$ cat src/rtl/morse_pkg.sv
// Shared types and constants for the Morse sequencer: FSM states, timing units
// and the ROM code-entry format.
package morse_pkg;

   typedef enum logic [2:0] {
      S_IDLE,
      S_LOOKUP,
      S_MARK,
      S_EGAP,
      S_CGAP,
      S_SPACE
   } state_t;

   typedef enum logic [1:0] {
      KIND_NONE,
      KIND_CHAR,
      KIND_SPACE
   } kind_t;

   // pattern is left-aligned: element 0 sits in bit 5, 1 = dah
   typedef struct packed {
      logic [2:0] len;
      logic [5:0] pattern;
      kind_t      kind;
   } code_t;

   localparam logic [2:0] DIT   = 3'd1;
   localparam logic [2:0] DAH   = 3'd3;
   localparam logic [2:0] EGAP  = 3'd1;
   localparam logic [2:0] CGAP  = 3'd3;
   localparam logic [2:0] SPACE = 3'd4;

   localparam code_t CODE_NONE  = '{len: 3'd0, pattern: 6'd0, kind: KIND_NONE};
   localparam code_t CODE_SPACE = '{len: 3'd0, pattern: 6'd0, kind: KIND_SPACE};

   // Table entries are written right-aligned for readability, then left-aligned here
   function automatic code_t makeCode(input logic [2:0] len, input logic [5:0] elems);
      code_t c;
      c.len     = len;
      c.pattern = elems << (3'd6 - len);
      c.kind    = KIND_CHAR;
      return c;
   endfunction

endpackage

$ cat src/rtl/morse_rom.sv
// ASCII to Morse code-entry lookup with a registered output; lowercase letters
// are folded to uppercase before the lookup.
module morse_rom
   import morse_pkg::*;
(
   input  logic       i_clk,
   input  logic       i_reset,
   input  logic       i_en,
   input  logic [7:0] i_data,
   output code_t      o_code
);

   logic [7:0] w_upper;
   code_t      w_code;

   always_comb begin
      w_upper = i_data;
      if (i_data >= 8'h61 && i_data <= 8'h7A) begin
         w_upper = i_data - 8'h20;
      end
   end

   always_comb begin
      w_code = CODE_NONE;
      case (w_upper)
         "A": w_code = makeCode(3'd2, 6'b000001);
         "B": w_code = makeCode(3'd4, 6'b001000);
         "C": w_code = makeCode(3'd4, 6'b001010);
         "D": w_code = makeCode(3'd3, 6'b000100);
         "E": w_code = makeCode(3'd1, 6'b000000);
         "F": w_code = makeCode(3'd4, 6'b000010);
         "G": w_code = makeCode(3'd3, 6'b000110);
         "H": w_code = makeCode(3'd4, 6'b000000);
         "I": w_code = makeCode(3'd2, 6'b000000);
         "J": w_code = makeCode(3'd4, 6'b000111);
         "K": w_code = makeCode(3'd3, 6'b000101);
         "L": w_code = makeCode(3'd4, 6'b000100);
         "M": w_code = makeCode(3'd2, 6'b000011);
         "N": w_code = makeCode(3'd2, 6'b000010);
         "O": w_code = makeCode(3'd3, 6'b000111);
         "P": w_code = makeCode(3'd4, 6'b000110);
         "Q": w_code = makeCode(3'd4, 6'b001101);
         "R": w_code = makeCode(3'd3, 6'b000010);
         "S": w_code = makeCode(3'd3, 6'b000000);
         "T": w_code = makeCode(3'd1, 6'b000001);
         "U": w_code = makeCode(3'd3, 6'b000001);
         "V": w_code = makeCode(3'd4, 6'b000001);
         "W": w_code = makeCode(3'd3, 6'b000011);
         "X": w_code = makeCode(3'd4, 6'b001001);
         "Y": w_code = makeCode(3'd4, 6'b001011);
         "Z": w_code = makeCode(3'd4, 6'b001100);
         "0": w_code = makeCode(3'd5, 6'b011111);
         "1": w_code = makeCode(3'd5, 6'b001111);
         "2": w_code = makeCode(3'd5, 6'b000111);
         "3": w_code = makeCode(3'd5, 6'b000011);
         "4": w_code = makeCode(3'd5, 6'b000001);
         "5": w_code = makeCode(3'd5, 6'b000000);
         "6": w_code = makeCode(3'd5, 6'b010000);
         "7": w_code = makeCode(3'd5, 6'b011000);
         "8": w_code = makeCode(3'd5, 6'b011100);
         "9": w_code = makeCode(3'd5, 6'b011110);
         ".": w_code = makeCode(3'd6, 6'b010101);
         ",": w_code = makeCode(3'd6, 6'b110011);
         "?": w_code = makeCode(3'd6, 6'b001100);
         "/": w_code = makeCode(3'd5, 6'b010010);
         "=": w_code = makeCode(3'd5, 6'b010001);
         " ": w_code = CODE_SPACE;
         default: w_code = CODE_NONE;
      endcase
   end

   // Only loads on an accepted byte, so the entry holds for the whole character
   always_ff @(posedge i_clk or posedge i_reset) begin
      if (i_reset) begin
         o_code <= CODE_NONE;
      end else if (i_en) begin
         o_code <= w_code;
      end
   end

endmodule

$ cat src/rtl/morse_sequencer.sv
// Morse character sequencer: ASCII in over valid/ready, key line out.
// Define MORSE_SEQ_FARNSWORTH_EN to add i_gapTicks for stretched character/word gaps.
module morse_sequencer
   import morse_pkg::*;
#(
   parameter int DOT_WIDTH = 24
) (
   input  logic                 i_clk,
   input  logic                 i_reset,
   input  logic [7:0]           i_data,
   input  logic                 i_valid,
   output logic                 o_ready,
   input  logic [DOT_WIDTH-1:0] i_dotTicks,
`ifdef MORSE_SEQ_FARNSWORTH_EN
   input  logic [DOT_WIDTH-1:0] i_gapTicks,
`endif
   output logic                 o_key,
   output logic                 o_busy
);

   localparam logic [DOT_WIDTH-1:0] TICK_ONE = {{(DOT_WIDTH-1){1'b0}}, 1'b1};

   state_t               r_state;
   state_t               w_nextState;
   logic                 r_ready;
   logic [DOT_WIDTH-1:0] r_dotTicks;
   logic [DOT_WIDTH-1:0] w_period;
   logic [DOT_WIDTH-1:0] r_tick;
   logic [2:0]           r_unit;
   logic [2:0]           w_units;
   logic [2:0]           r_remain;
   logic [5:0]           r_shift;
   logic                 w_accept;
   logic                 w_timed;
   logic                 w_unitDone;
   logic                 w_stateDone;
   code_t                w_code;

   assign w_accept = i_valid & r_ready;
   assign o_ready  = r_ready;

   morse_rom u_rom (
      .i_clk   (i_clk),
      .i_reset (i_reset),
      .i_en    (w_accept),
      .i_data  (i_data),
      .o_code  (w_code)
   );

`ifdef MORSE_SEQ_FARNSWORTH_EN
   logic [DOT_WIDTH-1:0] r_gapTicks;

   always_ff @(posedge i_clk or posedge i_reset) begin
      if (i_reset) begin
         r_gapTicks <= TICK_ONE;
      end else if (w_accept) begin
         r_gapTicks <= (i_gapTicks == '0) ? TICK_ONE : i_gapTicks;
      end
   end

   assign w_period = (r_state == S_CGAP || r_state == S_SPACE) ? r_gapTicks : r_dotTicks;
`else
   assign w_period = r_dotTicks;
`endif

   always_ff @(posedge i_clk or posedge i_reset) begin
      if (i_reset) begin
         r_dotTicks <= TICK_ONE;
      end else if (w_accept) begin
         r_dotTicks <= (i_dotTicks == '0) ? TICK_ONE : i_dotTicks;
      end
   end

   always_comb begin
      w_units = DIT;
      case (r_state)
         S_MARK:  w_units = r_shift[5] ? DAH : DIT;
         S_EGAP:  w_units = EGAP;
         S_CGAP:  w_units = CGAP;
         S_SPACE: w_units = SPACE;
         default: w_units = DIT;
      endcase
   end

   assign w_timed     = (r_state == S_MARK) || (r_state == S_EGAP) ||
                        (r_state == S_CGAP) || (r_state == S_SPACE);
   assign w_unitDone  = (r_tick == w_period - TICK_ONE);
   assign w_stateDone = w_timed && w_unitDone && (r_unit == w_units - 3'd1);

   // Both counters restart on every state change, so each state lasts units x period
   always_ff @(posedge i_clk or posedge i_reset) begin
      if (i_reset) begin
         r_tick <= '0;
         r_unit <= '0;
      end else if (!w_timed || w_nextState != r_state) begin
         r_tick <= '0;
         r_unit <= '0;
      end else if (w_unitDone) begin
         r_tick <= '0;
         r_unit <= r_unit + 3'd1;
      end else begin
         r_tick <= r_tick + TICK_ONE;
      end
   end

   always_ff @(posedge i_clk or posedge i_reset) begin
      if (i_reset) begin
         r_shift  <= '0;
         r_remain <= '0;
      end else if (r_state == S_LOOKUP) begin
         r_shift  <= w_code.pattern;
         r_remain <= w_code.len;
      end else if (r_state == S_MARK && w_stateDone) begin
         r_shift  <= {r_shift[4:0], 1'b0};
         r_remain <= r_remain - 3'd1;
      end
   end

   // Ready is registered from the next state so it is low throughout reset
   always_ff @(posedge i_clk or posedge i_reset) begin
      if (i_reset) begin
         r_state <= S_IDLE;
         r_ready <= 1'b0;
      end else begin
         r_state <= w_nextState;
         r_ready <= (w_nextState == S_IDLE);
      end
   end

   always_comb begin
      w_nextState = r_state;
      case (r_state)
         S_IDLE:   if (w_accept) w_nextState = S_LOOKUP;
         S_LOOKUP: begin
            case (w_code.kind)
               KIND_CHAR:  w_nextState = S_MARK;
               KIND_SPACE: w_nextState = S_SPACE;
               default:    w_nextState = S_IDLE;
            endcase
         end
         S_MARK:   if (w_stateDone) w_nextState = (r_remain > 3'd1) ? S_EGAP : S_CGAP;
         S_EGAP:   if (w_stateDone) w_nextState = S_MARK;
         S_CGAP:   if (w_stateDone) w_nextState = S_IDLE;
         S_SPACE:  if (w_stateDone) w_nextState = S_IDLE;
         default:  w_nextState = S_IDLE;
      endcase
   end

   always_comb begin
      o_key  = (r_state == S_MARK);
      o_busy = (r_state != S_IDLE);
   end

endmodule

$ cat config.mk
export PLATFORM = sky130hd
export DESIGN_NAME = morse_sequencer
export DESIGN_NICKNAME = d
export VERILOG_FILES = /design/src/rtl/morse_pkg.sv /design/src/rtl/morse_rom.sv /design/src/rtl/morse_sequencer.sv
export SDC_FILE = /design/constraint.sdc
export NUM_CORES = 1
export LEC_CHECK = 0
export ABC_AREA = 1
export ABC_CLOCK_PERIOD_IN_PS = 4900
export BUFFER_PORTS_ARGS = -buffer_cell sky130_fd_sc_hd__buf_2
export CORE_MARGIN = 3
export CORE_UTILIZATION = 40
export CTS_CLUSTER_SIZE = 40
export DETAILED_ROUTE_END_ITERATION = 10
export GPL_TIMING_DRIVEN = 1
export SETUP_SLACK_MARGIN = 0.1
export SLEW_MARGIN = 20
export SYNTH_ARGS = -nofsm -noshare
export SYNTH_HDL_FRONTEND = slang
export SYNTH_HIERARCHICAL = 1
export SYNTH_SLANG_ARGS = --single-unit
export TNS_END_PERCENT = 1
$ cat constraint.sdc
create_clock -name i_clk -period 4.9 [get_ports i_clk]
set_input_delay 0.735 -clock i_clk [delete_from_list [all_inputs] [get_ports i_clk]]
set_output_delay 0.735 -clock i_clk [all_outputs]
set_load 0.005 [all_outputs]
==> impl_metrics.csv, run 1 <==
group,metric,value,unit
route,routed_wl,14.65,mm
sta,setup_slack,1.619,ns
pwr,p_sw,1.218,mW
synthesis,syn_inst,891,
route,wl_per_cell,13.30,µm
finish,drive_above_1_share,0.1323,
floorplan,io_pins,38,
route,first_pass_iters,5,
global_routing,met3_usage,0.03679,
setup_path,crit_required,5.15,ns
placement,place_hpwl,11.39,mm
cts,cts_tree,"built",
cts,root_buffer,"clkbuf_16",
setup_path,criticalPathCategory,"register to register",
finish,layout.cells.most_common,"nand2_1",
synthesis,yosysWarnings,6,
synthesis,synthAdderAreaFrac,0.02761,
pwr,leakage,3.275,nW
floorplan,start_util,0.4164,
floorplan,core.rowCount,43,
route,num_vias,5480,
setup_path,start_kind,"register",
placement,gp_congestion,0.9084,
global_routing,grt_pass1_vias,5282,
sta,rsz0062_at_grt,"false",
setup_path,crit_fanout,27,
global_routing,antenna_found_initial,0,
setup_path,cp_slowest_cell,"dfrtp_1",
setup_path,cp_data_arrival_time,3.53,ns
route,ant_nets,0,
pwr,p_sw_frac,0.4272,
synthesis,synth-edff-count,0,
pwr,p_per_area,439.4,nW/µm²
synthesis,synthXorXnorAreaFrac,0.04460,
pwr,power_frac_comb,0.416,
cts,insertion_delay,0.34,ns
floorplan,die_w,127.4,µm
worst_hold_path,hold_path_class,"input pin to async pin",
sta,final_max_slew_viol_count,0,
finish,layout.nets,965,
route,dr.first_iter.drc_count,312,
pwr,total_power,2.852,mW
placement,place_ws,1.566,ns
global_routing,grt_pass1_wl,25.14,mm
cts,cts_max_path_buffers,2,
sta,finalCritPeriodShare,0.6696,
cts,h-tree-depth,3,
global_routing,busiest_layer,"met2",
floorplan,dieHeight,127.4,µm
sta,fin_crit,3.281,ns
setup_path,endpoint_kind,"register",
sta,worst_pin_slew,0.8289,ns
global_routing,gr-usage-met1,0.2542,
synthesis,yosys-top-cells-area,"dfrtp_1, nand2_1, inv_1",
setup_path,cp.buffers_inverters,2,
synthesis,synth_flop_cell,"dfrtp_1",
synthesis,syn_area_per_cell,6.613,µm²
setup_path,crit_path_start,"r_state[1]",
route,via_per_inst,4.973,
global_routing,grt_use_met2,0.3171,
synthesis,synth_nets,939,
cts,ctsResizeCount,0,
cts,numCtsBuffers,9,
cts,postCtsHoldBufs,0,
pwr,pwr-share-seq,0.338,
sta,slew_headroom,0.4437,
setup_path,r2r-start,"r_state[1]",
synthesis,async_flop_share,1.000,
job,drv_cap,0,
synthesis,synth_compound_area_frac,0.08409,
finish,diodes,0,
synthesis,synth_top_area_frac,0.3143,
sta,finClkSkew,0.007886,ns
cts,cts_num_sinks,75,
setup_path,crit_chain,"inv_1 > nor2_1 > nand2_1 > inv_1 > a21oi_1 > ha_1 > xnor2_1 > o21ai_0 > nand2_1 > a211oi_1 > nand3_4 > nor2_4 > nand2_2 > nand2_2 > nand2_1 > nand2_2 > nand3_4 > nor2_1",
synthesis,synth_area_leader_cell,"dfrtp_1",
setup_path,cp_top_family,"simple AND/OR/NAND/NOR gates",
finish,syn2layout_area_growth,10.15,%
pwr,power_frac_clock,0.246,
setup_path,reg2regPathDepth,18,
synthesis,synth_simple_gate_area_frac,0.4243,
synthesis,synthDistinctLibCells,45,
synthesis,syn-cell-area,5892,µm²
sta,hold_violations,0,
sta,setup_violations,0,
setup_path,r2r_slack,1.62,ns
pwr,ir_drop,186.0,µV
finish,layout_common_cells,"nand2_1, inv_1, nor2_1",
run_status,status,"finished clean",
global_routing,grt_max_degree,58,
floorplan,dieArea,16220,µm²
synthesis,seq_area_frac_synth,0.3188,
synthesis,synth_top_family_by_area,"simple AND/OR/NAND/NOR gates",
sta,max_freq,304.8,MHz
cts,cts_setup_buffers,0,
setup_path,path_depth,18,
route,drc,0,
floorplan,core-area,14150,µm²
global_routing,grt.total_usage,0.1905,
synthesis,synth-seq-cells,75,
global_routing,grt_overflow,0,
setup_path,slowest_delay,0.39,ns
pwr,internal-power,1.633,mW
sta,setup_tns,0,ns
placement,io_buffers,37,
synthesis,muxShareOfSynthArea,0.001911,
cts,clkSlewWorstSetupHoldPaths,0.06,ns
==> cells by family (layout without fill, tap and decap cells) <==
kind of cell,after synthesis,after routing
buffers and inverters,142,173
adder cells (fa/ha/maj),13,13
AO/OA/AOI/OAI,87,87
XOR/XNOR,30,30
flip-flops,75,75
AND/OR/NAND/NOR,543,543
multiplexers,1,1
==> per-stage QoR <==
stage | hold slack (ns) | cell area, µm² | instances | utilization
3_3_place_gp | 0.4710 | 6181 | 1086 | 0.4368
2_1_floorplan | 0.4491 | 5892 | 891 | -
6_report | 0.2992 | 6490 | 1102 | 0.4587
4_1_cts | 0.2900 | 6490 | 1102 | 0.4587
3_5_place_dp | 0.4751 | 6181 | 1086 | 0.4368
5_1_grt | 0.3025 | 6490 | 1102 | 0.4587
==> layout make-up <==
cell class                 instances  area [µm²]
fill                            1480        7660
multi-input combinational        674        3432
sequential                        75        1878
inverter                         118       445.4
clock buffer                      10       229.0
tap                              180       225.2
timing repair buffer              39       200.2
clock inverter                     6       80.08
==> flip-flops by register name (all words and copies together) (netlist names) <==
| name | count |
|---|---|
| o_ready | 1 |
| r_unit | 3 |
| r_state | 3 |
| r_remain | 3 |
| r_tick | 24 |
| u_rom/o_code | 11 |
| r_shift | 6 |
| r_dotTicks | 24 |
==> final timing paths <==
kind                                   end
hold reg to reg            u_rom/o_code[8]
hold / removal                  r_shift[0]
setup reg to reg                 r_unit[2]
min in group i_clk         u_rom/o_code[8]
max in group asynchronous   r_dotTicks[20]
setup / recovery                 r_unit[2]
==> cell usage after synthesis, types with 2 or more instances <==
master / n
a21oi_1: 14
a31o_2: 2
a31oi_1: 7
buf_2: 6
buf_4: 2
buf_6: 4
clkbuf_1: 11
dfrtp_1: 74
ha_1: 13
inv_1: 114
inv_2: 3
nand2_1: 278
nand2_2: 5
nand2_4: 2
nand3_1: 66
nand3_2: 6
nand3_4: 3
nand3b_1: 8
nand4_1: 23
nor2_1: 96
nor2_2: 26
nor2_4: 4
nor2_8: 2
nor3_1: 10
nor4_1: 4
o211ai_1: 5
o21ai_0: 49
o21ai_1: 2
o21bai_1: 2
or2_2: 7
xnor2_1: 18
xor2_1: 12
==> routing by layer <==
metal,vias up,routed length [µm]
met4,0,214
li1,2874,-
met5,-,0
met1,2475,6816
met2,116,6986
met3,15,636
==> power by group through the flow <==
| stage | registers (mW) | clock network [mW] | logic [mW] |
|---|---|---|---|
| finish | 0.964 | 0.701 | 1.19 |
| floorplan | 0.914 | 0 | 0.969 |
| global route | 0.992 | 0.745 | 1.37 |
| global placement | 0.969 | 0 | 1.19 |
| detailed placement | 0.972 | 0 | 1.19 |
| CTS | 0.963 | 0.722 | 1.20 |
No activity file was read; power rests on OpenSTA's default activity.
==> run 2: changes to the inputs <==
--- a/config.mk
+++ b/config.mk
@@ -6,7 +6,7 @@
 export NUM_CORES = 1
 export LEC_CHECK = 0
 export ABC_AREA = 1
-export ABC_CLOCK_PERIOD_IN_PS = 4900
+export ABC_CLOCK_PERIOD_IN_PS = 3400
 export BUFFER_PORTS_ARGS = -buffer_cell sky130_fd_sc_hd__buf_2
 export CORE_MARGIN = 3
 export CORE_UTILIZATION = 40
==> constraint.sdc (replaced) <==
create_clock -name i_clk -period 3.4 [get_ports i_clk]
set_input_delay 0.51 -clock i_clk [delete_from_list [all_inputs] [get_ports i_clk]]
set_output_delay 0.51 -clock i_clk [all_outputs]
set_load 0.005 [all_outputs]
==> impl_metrics.csv, run 2 (synthesis results as in run 1) <==
group,metric,value,unit
run_status,status,"finished clean",
setup_path,crit_top_cell,"nand2_1",
setup_path,endpoint_kind,"register",
route,ant_nets,0,
setup_path,criticalPathCategory,"register to register",
sta,setup_slack,0.4740,ns
cts,cts_tree,"built",
global_routing,grt.total_usage,0.1852,
pwr,pwr-share-seq,0.341,
pwr,p_sw,1.745,mW
setup_path,cp_data_arrival_time,3.16,ns
cts,root_buffer,"clkbuf_16",
setup_path,crit_chain,"inv_1 > nor2_1 > nand2_1 > inv_1 > a21oi_1 > ha_1 > xnor2_1 > o21ai_0 > nand2_1 > a211oi_2 > nand3_4 > nand2_1 > nand2_1 > a21oi_1 > nand2_1 > nand3_4 > buf_12 > nor2_1",
route,via_per_inst,4.934,
route,num_vias,5472,
setup_path,cp.buffers_inverters,3,
pwr,power_frac_comb,0.426,
finish,ff_latch_area,1878,µm²
cts,postCtsHoldBufs,0,
sta,finalCritPeriodShare,0.8606,
setup_path,cp_top_family,"simple AND/OR/NAND/NOR gates",
pwr,p_per_area,623.7,nW/µm²
route,first_pass_iters,4,
placement,place_ws,0.3581,ns
floorplan,dieArea,16220,µm²
sta,worst_pin_slew,0.8180,ns
route,drc,0,
global_routing,antenna_found_initial,0,
pwr,internal-power,2.334,mW
setup_path,slowest_delay,0.38,ns
route,met2_length,7.022,mm
cts,clkSlewWorstSetupHoldPaths,0.06,ns
finish,layout.cells.most_common,"nand2_1",
sta,rsz0062_at_grt,"false",
sta,max_freq,341.8,MHz
pwr,ir_drop,281.0,µV
finish,drive_above_1_share,0.1367,
global_routing,grt_max_degree,39,
route,dr.first_iter.drc_count,242,
global_routing,grt_pass1_wl,24.36,mm
floorplan,core.rowCount,43,
sta,setup_violations,0,
cts,cts_num_sinks,75,
finish,syn2layout_area_growth,11.00,%
placement,io_buffers,37,
pwr,leakage,3.299,nW
setup_path,crit_required,3.63,ns
route,wl_per_cell,13.25,µm
sta,fin_crit,2.926,ns
sta,hold_violations,0,
floorplan,io_pins,38,
floorplan,start_util,0.4164,
sta,final_max_slew_viol_count,0,
global_routing,grt_pass1_vias,5023,
global_routing,grt_overflow,0,
finish,multi_input_area,3437,µm²
pwr,power_frac_clock,0.233,
route,met3_length,540,µm
setup_path,start_kind,"register",
finish,reg.largest.list,"r_dotTicks (24), r_tick (24), u_rom/o_code (11)",
pwr,p_sw_frac,0.4277,
route,routed_wl,14.69,mm
cts,cts_max_path_buffers,2,
cts,numCtsBuffers,9,
worst_hold_path,hold_path_class,"input pin to async pin",
route,wl_met1,6.928,mm
floorplan,core-area,14150,µm²
cts,cts_setup_buffers,0,
finish,layout_common_cells,"nand2_1, inv_1, nor2_1",
route,top_layer_used,"met4",
floorplan,dieHeight,127.4,µm
setup_path,cp_slowest_cell,"dfrtp_1",
placement,place_hpwl,11.48,mm
finish,diodes,0,
placement,gp_congestion,0.8733,
finish,layout.nets,972,
setup_path,crit_fanout,27,
floorplan,die_w,127.4,µm
sta,finClkSkew,0.009488,ns
cts,h-tree-depth,3,
cts,insertion_delay,0.34,ns
sta,setup_tns,0,ns
sta,slew_headroom,0.4497,
finish,nFillCells,1487,
job,drv_cap,0,
-- run 2: path summary, 6_finish.rpt --
path | from | end | slack, ns | depth (start not counted)
hold / removal | i_reset | u_rom/o_code[2] | 0.16 | 2
min in group i_clk | i_dotTicks[11] | r_dotTicks[11] | 0.41 | 3
hold reg to reg | u_rom/o_code[1] | u_rom/o_code[1] | 0.48 | 2
setup reg to reg | r_state[1] | r_tick[23] | 0.47 | 18
max in group asynchronous | i_reset | r_tick[22] | 2.32 | 3
setup / recovery | r_state[1] | r_tick[23] | 0.47 | 18
-- run 2: timing repair --
action	in CTS	in global routing
setup endpoints to repair	0	25
hold endpoints to repair	0	0
gates resized for setup	0	1
-- run 2: final cells by class --
type | count | area share
tap | 180 | 0.03444
multi-input combinational | 674 | 0.5255
sequential | 75 | 0.2872
inverter | 118 | 0.06811
clock inverter | 2 | 0.005357
clock buffer | 14 | 0.03884
timing repair buffer | 46 | 0.04056
-- run 2: metrics by stage --
step                std cells  power, mW  area (µm²)  utilization  hold slack (ns)
finish                   1109      4.079        6540       0.4622           0.1621
global route             1109      4.445        6540       0.4622           0.1887
CTS                      1109      4.114        6535       0.4618           0.1720
detailed placement       1093      3.138        6246       0.4414           0.4697
global placement         1093      3.120        6246       0.4414           0.4685
floorplan                 891      2.714        5892            -           0.3624
-- run 2: routing by layer --
metal	global-route usage	up-vias
li1	-	2896
met1	0.2460	2480
met2	0.3094	80
met3	0.03721	16
met4	0.04732	0
met5	0	-
-- run 2: worst register-to-register path, stage by stage, from the launching register on --
cell      delay [ns]
dfrtp_1         0.38
inv_1           0.08
nor2_1          0.13
nand2_1         0.16
inv_1           0.14
a21oi_1         0.08
ha_1            0.19
xnor2_1         0.16
o21ai_0         0.17
nand2_1         0.08
a211oi_2        0.28
nand3_4         0.16
nand2_1         0.08
nand2_1         0.04
a21oi_1         0.16
nand2_1         0.12
nand3_4         0.11
buf_12          0.21
nor2_1          0.08
-- run 2: power groups by stage --
stage                     clock [mW]  sequential (mW)  combinational (mW)
after CTS                      0.979             1.39                1.75
after floorplan                    0             1.32                1.40
after global placement             0             1.40                1.72
final                          0.950             1.39                1.74
after global routing            1.02             1.43                2.00
after detailed placement           0             1.40                1.74
==> run 3: changes to the inputs <==
--- a/config.mk
+++ b/config.mk
@@ -8,7 +8,7 @@
 export ABC_AREA = 1
 export ABC_CLOCK_PERIOD_IN_PS = 3400
 export BUFFER_PORTS_ARGS = -buffer_cell sky130_fd_sc_hd__buf_2
-export CORE_MARGIN = 3
+export CORE_MARGIN = 2
 export CORE_UTILIZATION = 40
 export CTS_CLUSTER_SIZE = 40
 export DETAILED_ROUTE_END_ITERATION = 10
==> impl_metrics.csv, run 3 (synthesis results as in run 1) <==
group,metric,value,unit
run_status,status,"finished clean",
sta,finalCritPeriodShare,0.8762,
route,dr.first_iter.drc_count,310,
setup_path,crit_fanout,27,
setup_path,r2r_slack,0.42,ns
placement,place_ws,0.3952,ns
route,routed_wl,14.65,mm
route,first_pass_iters,4,
setup_path,start_kind,"register",
placement,place_hpwl,11.37,mm
setup_path,criticalPathCategory,"register to register",
cts,h-tree-depth,3,
finish,syn2layout_area_growth,11.28,%
setup_path,reg2regPathDepth,17,
sta,finClkSkew,0.006936,ns
sta,fin_crit,2.979,ns
worst_hold_path,hold_path_class,"input pin to async pin",
global_routing,grt_max_degree,39,
cts,cts_num_sinks,75,
setup_path,r2r-start,"r_dotTicks[6]",
placement,gp_congestion,0.8951,
cts,root_buffer,"clkbuf_16",
route,drc,0,
finish,layout_common_cells,"nand2_1, inv_1, nor2_1",
setup_path,crit_required,3.63,ns
sta,setup_slack,0.4209,ns
global_routing,grt_overflow,0,
floorplan,start_util,0.4069,
pwr,leakage,3.305,nW
floorplan,io_pins,38,
global_routing,antenna_found_initial,0,
job,drv_cap,0,
global_routing,grt_pass1_wl,25.01,mm
finish,drive_above_1_share,0.1370,
route,via_per_inst,5.011,
setup_path,cp_data_arrival_time,3.21,ns
finish,ff_latch_area,1878,µm²
global_routing,grt.total_usage,0.1953,
route,num_vias,5567,
cts,clkSlewWorstSetupHoldPaths,0.06,ns
finish,nFillCells,1506,
finish,multi_input_area,3437,µm²
sta,slew_headroom,0.4594,
cts,numCtsBuffers,9,
floorplan,die_w,125.4,µm
finish,diodes,0,
cts,cts_tree,"built",
cts,cts_setup_buffers,0,
cts,insertion_delay,0.35,ns
placement,io_buffers,37,
pwr,p_per_area,626.1,nW/µm²
floorplan,core.rowCount,44,
global_routing,grt_pass1_vias,5369,
sta,rsz0062_at_grt,"false",
finish,post-route-cell-area,6556,µm²
sta,worst_pin_slew,0.8035,ns
route,wl_per_cell,13.19,µm
floorplan,dieArea,15720,µm²
sta,setup_violations,0,
setup_path,timing.rr.end,"r_tick[1]",
sta,setup_tns,0,ns
sta,final_max_slew_viol_count,0,
setup_path,endpoint_kind,"register",
finish,layout.nets,971,
floorplan,dieHeight,125.4,µm
finish,layout.cells.most_common,"nand2_1",
floorplan,core-area,14480,µm²
sta,max_freq,335.7,MHz
finish,reg.largest.list,"r_dotTicks (24), r_tick (24), u_rom/o_code (11)",
cts,cts_max_path_buffers,2,
pwr,ir_drop,260.4,µV
placement,place_area,6256,µm²
sta,hold_violations,0,
route,ant_nets,0,
[run 3: report_power, final]
group	switching, mW	internal [mW]	total [mW]
clock network	0.369	0.604	0.973
registers	0.259	1.13	1.39
logic	1.13	0.617	1.74
total	1.76	2.35	4.11
[run 3: metal layers]
layer,track usage,share of wire,vias up
met5,0,0,-
met4,0.06405,0.025,0
met3,0.04493,0.039,26
met2,0.3315,0.48,88
met1,0.2463,0.46,2564
li1,-,-,2889
[run 3: what timing repair did]
item | CTS | global route
hold buffers | 0 | 0
setup endpoints to repair | 0 | 27
gates resized for setup | 0 | 1
[run 3: cell type report]
class	count	area share
timing repair buffer	45	0.04122
tap	184	0.03511
inverter	118	0.06794
multi-input combinational	674	0.5242
clock buffer	13	0.03969
clock inverter	2	0.005344
sequential	75	0.2865
[run 3: worst max path at each step]
stage | end | startpoint | slack (ns)
floorplan | r_tick[18] | r_state[1] | 0.68
global placement | r_tick[2] | r_state[1] | 0.47
detailed placement | r_tick[1] | r_state[1] | 0.40
CTS | r_tick[1] | r_state[1] | 0.37
global route | r_tick[1] | r_dotTicks[4] | 0.16
finish | r_tick[1] | r_dotTicks[6] | 0.42
[run 3: critical path, cell delays in order (launching register included)]
cell and delay (ns):
dfrtp_1 0.45, nor2_1 0.18, nand2_1 0.11, nor2_2 0.43, nand2_1 0.11, nand3_1 0.21, o21ai_1 0.09, nor2_1 0.09
nand2_1 0.09, nor2_4 0.15, nand3_4 0.14, nand2_1 0.09, nand2_1 0.04, a21oi_1 0.17, nand2_1 0.13, nand3_4 0.10
buf_12 0.20, nor2_1 0.06
[run 3: stage by stage]
step	util	power, mW	cells	hold WS [ns]
final	0.4528	4.105	1111	0.1564
after global placement	0.4321	3.119	1096	0.4664
after floorplan	-	2.714	891	0.3624
after CTS	0.4525	4.138	1111	0.1623
after global routing	0.4528	4.469	1111	0.2057
after detailed placement	0.4321	3.137	1096	0.4703
